<file path="config.mk">
export PLATFORM = sky130hd
export DESIGN_NAME = rx_control
export DESIGN_NICKNAME = d
export VERILOG_FILES = /design/src/rtl/eth_mac_pkg.sv /design/src/rtl/rx_fcs_strip.sv /design/src/rtl/rx_control.sv
export SDC_FILE = /design/constraint.sdc
export NUM_CORES = 1
export LEC_CHECK = 0
export CAP_MARGIN = 40
export CORE_ASPECT_RATIO = 1.75
export CORE_UTILIZATION = 55
export DETAILED_ROUTE_END_ITERATION = 12
export GPL_ROUTABILITY_DRIVEN = 0
export PLACE_DENSITY_LB_ADDON = 0.25
export SKIP_CTS_REPAIR_TIMING = 1
export SYNTH_ARGS = -nofsm -noshare
export SYNTH_HDL_FRONTEND = slang
export SYNTH_HIERARCHICAL = 1
export SYNTH_SLANG_ARGS = --single-unit
</file>
<file path="constraint.sdc">
create_clock -name clk -period 5.6 [get_ports clk]
set_clock_uncertainty 0.15 [all_clocks]
set_input_delay 0.84 -clock clk [delete_from_list [all_inputs] [get_ports clk]]
set_output_delay 0.84 -clock clk [all_outputs]
set_load 0.01 [all_outputs]
</file>
<file path="src/rtl/eth_mac_pkg.sv">
// -----------------------------------------------------------------------------
// eth_mac_pkg
// Shared types and constants for the Ethernet MAC receive path.
//   rx_state_t      : receive framer state encoding
//   PREAMBLE_BYTE   : preamble octet (0x55)
//   SFD_BYTE        : start-of-frame delimiter octet (0xD5)
//   FCS_BYTES       : number of trailing FCS octets stripped from each frame
//   ETH_CRC_RESIDUE : CRC-32 register value after a good frame, FCS included
// -----------------------------------------------------------------------------
package eth_mac_pkg;

    typedef enum logic [1:0] {
        IDLE,
        PREAMBLE,
        DATA,
        DISCARD
    } rx_state_t;

    localparam logic [7:0]  PREAMBLE_BYTE   = 8'h55;
    localparam logic [7:0]  SFD_BYTE        = 8'hD5;
    localparam int unsigned FCS_BYTES       = 4;
    localparam logic [31:0] ETH_CRC_RESIDUE = 32'hC704_DD7B;

endpackage

</file>
<file path="src/rtl/rx_fcs_strip.sv">
// -----------------------------------------------------------------------------
// rx_fcs_strip
// FCS_BYTES-deep byte delay line followed by a one-byte hold register. A byte
// leaves the hold register only once FCS_BYTES+1 newer bytes have been pushed
// behind it (or at end of frame), so the trailing FCS octets are never emitted.
//
// Ports:
//   clk, rst_n  : clock, asynchronous active-low reset
//   i_flush     : start of a new frame; empties the line
//   i_push      : i_data enters the line this cycle
//   i_last      : end of frame; emit the held byte (if any) as the last beat
//   i_data      : incoming byte
//   o_data      : registered output byte
//   o_valid     : o_data valid
//   o_last      : o_data is the final payload byte of the frame
//   o_hold_vld  : combinational; the hold register holds a payload byte
// -----------------------------------------------------------------------------
module rx_fcs_strip
    import eth_mac_pkg::*;
(
    input  logic       clk,
    input  logic       rst_n,
    input  logic       i_flush,
    input  logic       i_push,
    input  logic       i_last,
    input  logic [7:0] i_data,
    output logic [7:0] o_data,
    output logic       o_valid,
    output logic       o_last,
    output logic       o_hold_vld
);

    localparam int unsigned LINE_W = FCS_BYTES * 8;
    localparam logic [2:0]  FULL   = 3'(FCS_BYTES + 1);

    logic [LINE_W-1:0] r_line;
    logic [7:0]        r_hold;
    logic [2:0]        r_fill;
    logic [7:0]        r_data;
    logic              r_valid;
    logic              r_last;
    logic              w_full;

    // r_fill saturates at FCS_BYTES+1: from then on the hold register always
    // carries a byte that is known not to belong to the FCS.
    assign w_full = (r_fill == FULL);

    always_ff @(posedge clk or negedge rst_n) begin
        if (!rst_n) begin
            r_line  <= '0;
            r_hold  <= '0;
            r_fill  <= '0;
            r_data  <= '0;
            r_valid <= 1'b0;
            r_last  <= 1'b0;
        end else begin
            r_valid <= 1'b0;
            r_last  <= 1'b0;
            if (i_flush) begin
                r_fill <= '0;
            end else if (i_push) begin
                r_hold <= r_line[LINE_W-1 -: 8];
                r_line <= {r_line[LINE_W-9:0], i_data};
                if (!w_full) begin
                    r_fill <= r_fill + 3'd1;
                end
                if (w_full) begin
                    r_data  <= r_hold;
                    r_valid <= 1'b1;
                end
            end else if (i_last && w_full) begin
                r_data  <= r_hold;
                r_valid <= 1'b1;
                r_last  <= 1'b1;
            end
        end
    end

    assign o_data     = r_data;
    assign o_valid    = r_valid;
    assign o_last     = r_last;
    assign o_hold_vld = w_full;

endmodule

</file>
<file path="src/rtl/rx_control.sv">
// -----------------------------------------------------------------------------
// rx_control
// Receive-side framer of the Ethernet MAC. Strips preamble/SFD, streams the
// frame from DA through end of data to the client, removes the 4 FCS bytes,
// drives an external CRC-32 engine and reports per-frame status.
//
// Optional feature: define RX_STATS_EN to add the stat_good/stat_bad frame
// counters and their output ports.
//
// Ports:
//   clk, rst_n             : MAC clock, asynchronous active-low reset
//   phy_rx_data/dv/er      : byte-wide PHY receive interface
//   data_out/valid_out     : payload byte stream to client (no backpressure)
//   last_out               : final payload byte of the frame
//   error_out              : on the last beat, OR of CRC/PHY/length errors
//   crc_init/crc_en/crc_data : combinational CRC engine controls
//   crc_result             : CRC engine state (bytes strobed before this cycle)
//   frame_done             : one-cycle end-of-frame pulse
//   frame_crc_err/phy_err/len_err/runt : status, valid with frame_done
//   frame_len              : bytes after SFD incl. FCS, saturating at 16'hFFFF
//   stat_good/stat_bad     : (RX_STATS_EN only) frame counters
// -----------------------------------------------------------------------------
module rx_control
    import eth_mac_pkg::*;
#(
    parameter int unsigned MIN_FRAME   = 64,
    parameter int unsigned MAX_FRAME   = 1518,
    parameter logic [31:0] CRC_RESIDUE = ETH_CRC_RESIDUE
) (
    input  logic        clk,
    input  logic        rst_n,
    input  logic [7:0]  phy_rx_data,
    input  logic        phy_rx_dv,
    input  logic        phy_rx_er,
    output logic [7:0]  data_out,
    output logic        valid_out,
    output logic        last_out,
    output logic        error_out,
    output logic        crc_init,
    output logic        crc_en,
    output logic [7:0]  crc_data,
    input  logic [31:0] crc_result,
    output logic        frame_done,
    output logic        frame_crc_err,
    output logic        frame_phy_err,
    output logic        frame_len_err,
    output logic        frame_runt,
    output logic [15:0] frame_len
`ifdef RX_STATS_EN
    ,
    output logic [31:0] stat_good,
    output logic [31:0] stat_bad
`endif
);

    localparam logic [15:0] MIN_LEN = 16'(MIN_FRAME);
    localparam logic [15:0] MAX_LEN = 16'(MAX_FRAME);

    rx_state_t   r_state;
    rx_state_t   w_next;
    logic [15:0] r_len;
    logic        r_phy_err;
    logic        r_done;
    logic        r_crc_err;
    logic        r_phy_err_st;
    logic        r_len_err;
    logic        r_runt;
    logic [15:0] r_frame_len;
    logic        r_error;

    logic        w_push;
    logic        w_flush;
    logic        w_final;
    logic        w_hold_vld;
    logic        w_runt;
    logic        w_crc_bad;
    logic        w_len_bad;

    // ---------------------------------------------------------------- FSM
    always_ff @(posedge clk or negedge rst_n) begin
        if (!rst_n) begin
            r_state <= IDLE;
        end else begin
            r_state <= w_next;
        end
    end

    always_comb begin
        w_next   = r_state;
        w_push   = 1'b0;
        w_flush  = 1'b0;
        w_final  = 1'b0;
        crc_init = 1'b0;
        crc_en   = 1'b0;
        case (r_state)
            IDLE: begin
                if (phy_rx_dv) begin
                    w_next = (phy_rx_data == PREAMBLE_BYTE) ? PREAMBLE : DISCARD;
                end
            end
            PREAMBLE: begin
                if (!phy_rx_dv) begin
                    w_next = IDLE;
                end else if (phy_rx_data == SFD_BYTE) begin
                    w_next   = DATA;
                    crc_init = 1'b1;
                    w_flush  = 1'b1;
                end else if (phy_rx_data != PREAMBLE_BYTE) begin
                    w_next = DISCARD;
                end
            end
            DATA: begin
                if (phy_rx_dv) begin
                    crc_en = 1'b1;
                    w_push = 1'b1;
                end else begin
                    w_final = 1'b1;
                    w_next  = IDLE;
                end
            end
            DISCARD: begin
                if (!phy_rx_dv) begin
                    w_next = IDLE;
                end
            end
            default: w_next = IDLE;
        endcase
    end

    assign crc_data = phy_rx_data;

    // ------------------------------------------------------- FCS stripping
    rx_fcs_strip u_strip (
        .clk        (clk),
        .rst_n      (rst_n),
        .i_flush    (w_flush),
        .i_push     (w_push),
        .i_last     (w_final),
        .i_data     (phy_rx_data),
        .o_data     (data_out),
        .o_valid    (valid_out),
        .o_last     (last_out),
        .o_hold_vld (w_hold_vld)
    );

    // ---------------------------------------------------- frame accounting
    // A frame is a runt exactly when the hold register never received a
    // payload byte, i.e. at most FCS_BYTES bytes followed the SFD.
    assign w_runt    = !w_hold_vld;
    assign w_crc_bad = (crc_result != CRC_RESIDUE);
    assign w_len_bad = (r_len < MIN_LEN) || (r_len > MAX_LEN);

    always_ff @(posedge clk or negedge rst_n) begin
        if (!rst_n) begin
            r_len        <= '0;
            r_phy_err    <= 1'b0;
            r_done       <= 1'b0;
            r_crc_err    <= 1'b0;
            r_phy_err_st <= 1'b0;
            r_len_err    <= 1'b0;
            r_runt       <= 1'b0;
            r_frame_len  <= '0;
            r_error      <= 1'b0;
        end else begin
            r_done  <= 1'b0;
            r_error <= 1'b0;
            if (w_flush) begin
                r_len     <= '0;
                r_phy_err <= 1'b0;
            end else if (w_push) begin
                if (r_len != '1) begin
                    r_len <= r_len + 16'd1;
                end
                if (phy_rx_er) begin
                    r_phy_err <= 1'b1;
                end
            end
            if (w_final) begin
                r_done       <= 1'b1;
                r_frame_len  <= r_len;
                r_runt       <= w_runt;
                r_crc_err    <= !w_runt && w_crc_bad;
                r_phy_err_st <= !w_runt && r_phy_err;
                r_len_err    <= !w_runt && w_len_bad;
                r_error      <= !w_runt && (w_crc_bad || r_phy_err || w_len_bad);
            end
        end
    end

    assign error_out     = r_error;
    assign frame_done    = r_done;
    assign frame_crc_err = r_crc_err;
    assign frame_phy_err = r_phy_err_st;
    assign frame_len_err = r_len_err;
    assign frame_runt    = r_runt;
    assign frame_len     = r_frame_len;

`ifdef RX_STATS_EN
    logic [31:0] r_stat_good;
    logic [31:0] r_stat_bad;

    always_ff @(posedge clk or negedge rst_n) begin
        if (!rst_n) begin
            r_stat_good <= '0;
            r_stat_bad  <= '0;
        end else if (r_done) begin
            if (r_crc_err || r_phy_err_st || r_len_err || r_runt) begin
                r_stat_bad <= r_stat_bad + 32'd1;
            end else begin
                r_stat_good <= r_stat_good + 32'd1;
            end
        end
    end

    assign stat_good = r_stat_good;
    assign stat_bad  = r_stat_bad;
`endif

endmodule

</file>
==> results_dict.tcl <==
set metrics [dict create \
    io_pins 86 \
    grt_max_degree 47 \
    postRouteAntennaNets 0 \
    dp_hpwl_um 6130 \
    die_w_um 67.2 \
    status "finished clean" \
    layout_common_cells "dfrtp_1 (94), clkdlybuf4s50_1 (84), nand2_1 (62)" \
    max_stage_delay_ps 520 \
    synth.area.top_cells "dfrtp_1 (57%), mux2_2 (12%), nand2_1 (5.7%)" \
    coreArea_mm2 0.00718 \
    setup_viol 0 \
    worstPathRequired_ps 4610 \
    r2r_cells 8 \
    startpoint "phy_rx_data[4]" \
    grt_pass1_vias 2979 \
    cp_slowest_cell "clkdlybuf4s50_1" \
    cts_buffer_depth 2 \
    nFillCells 496 \
    wl_per_cell_um 16.2 \
    syn_inst 344 \
    final_cells 515 \
    drt_wl_total_um 8320 \
    drc 0 \
    hold_viol_final 0 \
    root_buffer "clkbuf_16" \
    drt_iter0_markers 198 \
    cts.sinks 94 \
    worst_path_most_repeated_cell "clkdlybuf4s50_1" \
    maxCapViolCount 0 \
    holdCritPathClass "input pin to asynchronous set/reset pin" \
    setup_tns_ps 0 \
    yosysWarnings 6 \
    initial_core_util_pct 57.0 \
    fin_hold_ws_ps 219 \
    fin_crit_sh_pct 68.2 \
    synthesis.area_mm2 0.00410 \
    layout.nets 471 \
    crit_fanout 11 \
    synth-edff-count 0 \
    synth_top_area_share_pct 57.4 \
    crit_path_end_kind "output pin" \
    rsz0062_at_grt "false" \
    multi_input_area_mm2 0.00158 \
    worst_ir_drop_vdd_mv 0.324 \
    drt_pre_antenna_iters 5 \
    die-area_mm2 0.00781 \
    areaGrowthSynthToFinish_pct 29.1 \
    pwr_density_cell_mw_per_mm2 371 \
    avgViaCountPerCell 5.62 \
    slew_headroom_pct 58.9 \
    layout_commonest_cell "dfrtp_1" \
    worst_pin_slew_ps 617 \
    cp.depth 6 \
    syn-num-nets 391 \
    finalWorstPathRequiredPeriod_ps 3820 \
    yosysUniqueCellTypes 52 \
    synth.largest_area_cell "dfrtp_1" \
    seq_area_frac_synth_pct 57.4 \
    placed_cell_area_mm2 0.00500 \
    crit_chain "clkdlybuf4s50_1 > nor4bb_1 > nand4_1 > buf_4 > clkinv_1 > clkdlybuf4s50_1" \
    grt_pass1_wl_um 14100 \
    drv_slew 0 \
    rows 41 \
    fmax_mhz 262 \
    p_leak_nw 2.31 \
    worstSetupPathType "input pin to output pin" \
    cp.arrival_ps 2830 \
    async_flop_share_pct 100 \
    r2r-start "r_state[1]$_DFFE_PN0P_" \
    grtUsageTotal_pct 24.7 \
    num_antenna_cells 0 \
    regArea_mm2 0.00235 \
    ys.flop_type "dfrtp_1" \
    synth.ff_latch_count 94 \
    cp-start-kind "input pin" \
    overflow 0 \
    port_buffers 85 \
    drive_above_1_share_pct 17.9 \
    clkTransAtPathRegs_ps 60 \
    finalInstanceArea_mm2 0.00529 \
    die_h_um 116 \
    crit_buf_inv 4 \
    antenna_found_initial 0 \
    avgSynthCellArea_um2 11.9 \
    power_mw 1.96 \
    vias 2894 \
    tritoncts "built" \
    clk_latency_ps 340 \
    crit_family "buffers and inverters" \
    numCtsBuffers 9 \
    dpl.cell_count 499 \
    htreeDepth 3 \
]
## final timing paths
check | endpoint | slack [ps]
max | crc_init | 1780
min in group clk | frame_len[10]$_DFFE_PN0P_ | 320
max in group asynchronous | u_strip/o_data[3]$_DFFE_PN0P_ | 4140
min | frame_crc_err$_DFFE_PN0P_ | 220
min reg2reg | frame_len[10]$_DFFE_PN0P_ | 320
max reg2reg | u_strip/r_line[7]$_DFFE_PN0P_ | 3080
## Yosys cell counts (2+ instances only)
| cell | instances |
|---|---|
| nand4_1 | 5 |
| a211oi_1 | 2 |
| o31ai_1 | 2 |
| buf_4 | 13 |
| nand2_1 | 62 |
| o41ai_1 | 2 |
| dfrtp_1 | 94 |
| or3_2 | 2 |
| a22o_1 | 2 |
| or3_1 | 3 |
| a21oi_1 | 8 |
| and3_1 | 3 |
| nor3_1 | 6 |
| o31a_1 | 2 |
| inv_1 | 6 |
| o21ai_0 | 8 |
| buf_2 | 4 |
| nand4b_1 | 5 |
| nand3_1 | 6 |
| mux2_1 | 3 |
| nor4bb_1 | 2 |
| nand2b_1 | 2 |
| mux2i_1 | 6 |
| nor2_1 | 7 |
| nor4b_1 | 2 |
| mux2_2 | 45 |
| nor4_1 | 4 |
| or4_1 | 3 |
| clkbuf_1 | 5 |
| and2_1 | 3 |
| ha_1 | 3 |
| and4_1 | 4 |
## state kept, by name (all words and copies together) (netlist names)
register         count
u_strip/o_data       8
u_strip/r_hold       8
r_phy_err            1
frame_runt           1
u_strip/o_valid      1
frame_crc_err        1
frame_len           16
frame_len_err        1
r_len               16
r_state              2
frame_done           1
error_out            1
u_strip/o_last       1
frame_phy_err        1
u_strip/r_fill       3
u_strip/r_line      32
## where the power goes
| group | internal (mW) | switching [mW] |
|---|---|---|
| sequential | 0.860 | 0.118 |
| clock | 0.336 | 0.240 |
| combinational | 0.254 | 0.156 |
| total | 1.45 | 0.513 |
## final cells by class
cell class | count | share of cell area, %
repair buffers | 91 | 17.5
clock inverters | 3 | 0.331
flip-flops and latches | 94 | 44.5
multi-input cells | 220 | 30.0
well taps | 86 | 2.04
inverters | 8 | 0.568
clock buffers | 13 | 5.11
## logic make-up after synthesis
logic type | after synthesis | share of synthesized area [%]
simple gates | 127 | 16.9
flops | 94 | 57.4
mux | 54 | 14.7
compound gates | 35 | 5.78
buf+inv | 30 | 4.06
fa+ha+maj | 3 | 0.917
xor+xnor | 1 | 0.214
## stage by stage
step / util [%] / setup slack [ps]
3_5_place_dp: 69.6 / 1800
4_1_cts: 73.6 / 1760
3_3_place_gp: 69.0 / 1840
2_1_floorplan: - / 2970
5_1_grt: 73.6 / 1620
6_report: 73.6 / 1780
## per-layer routing
layer	part of all wire, %	global-route usage [%]
met1	36	27.0
met2	58	44.2
met3	3.4	4.69
met4	2.6	12.2
met5	0	0
Power figures use the tool's default switching activity.
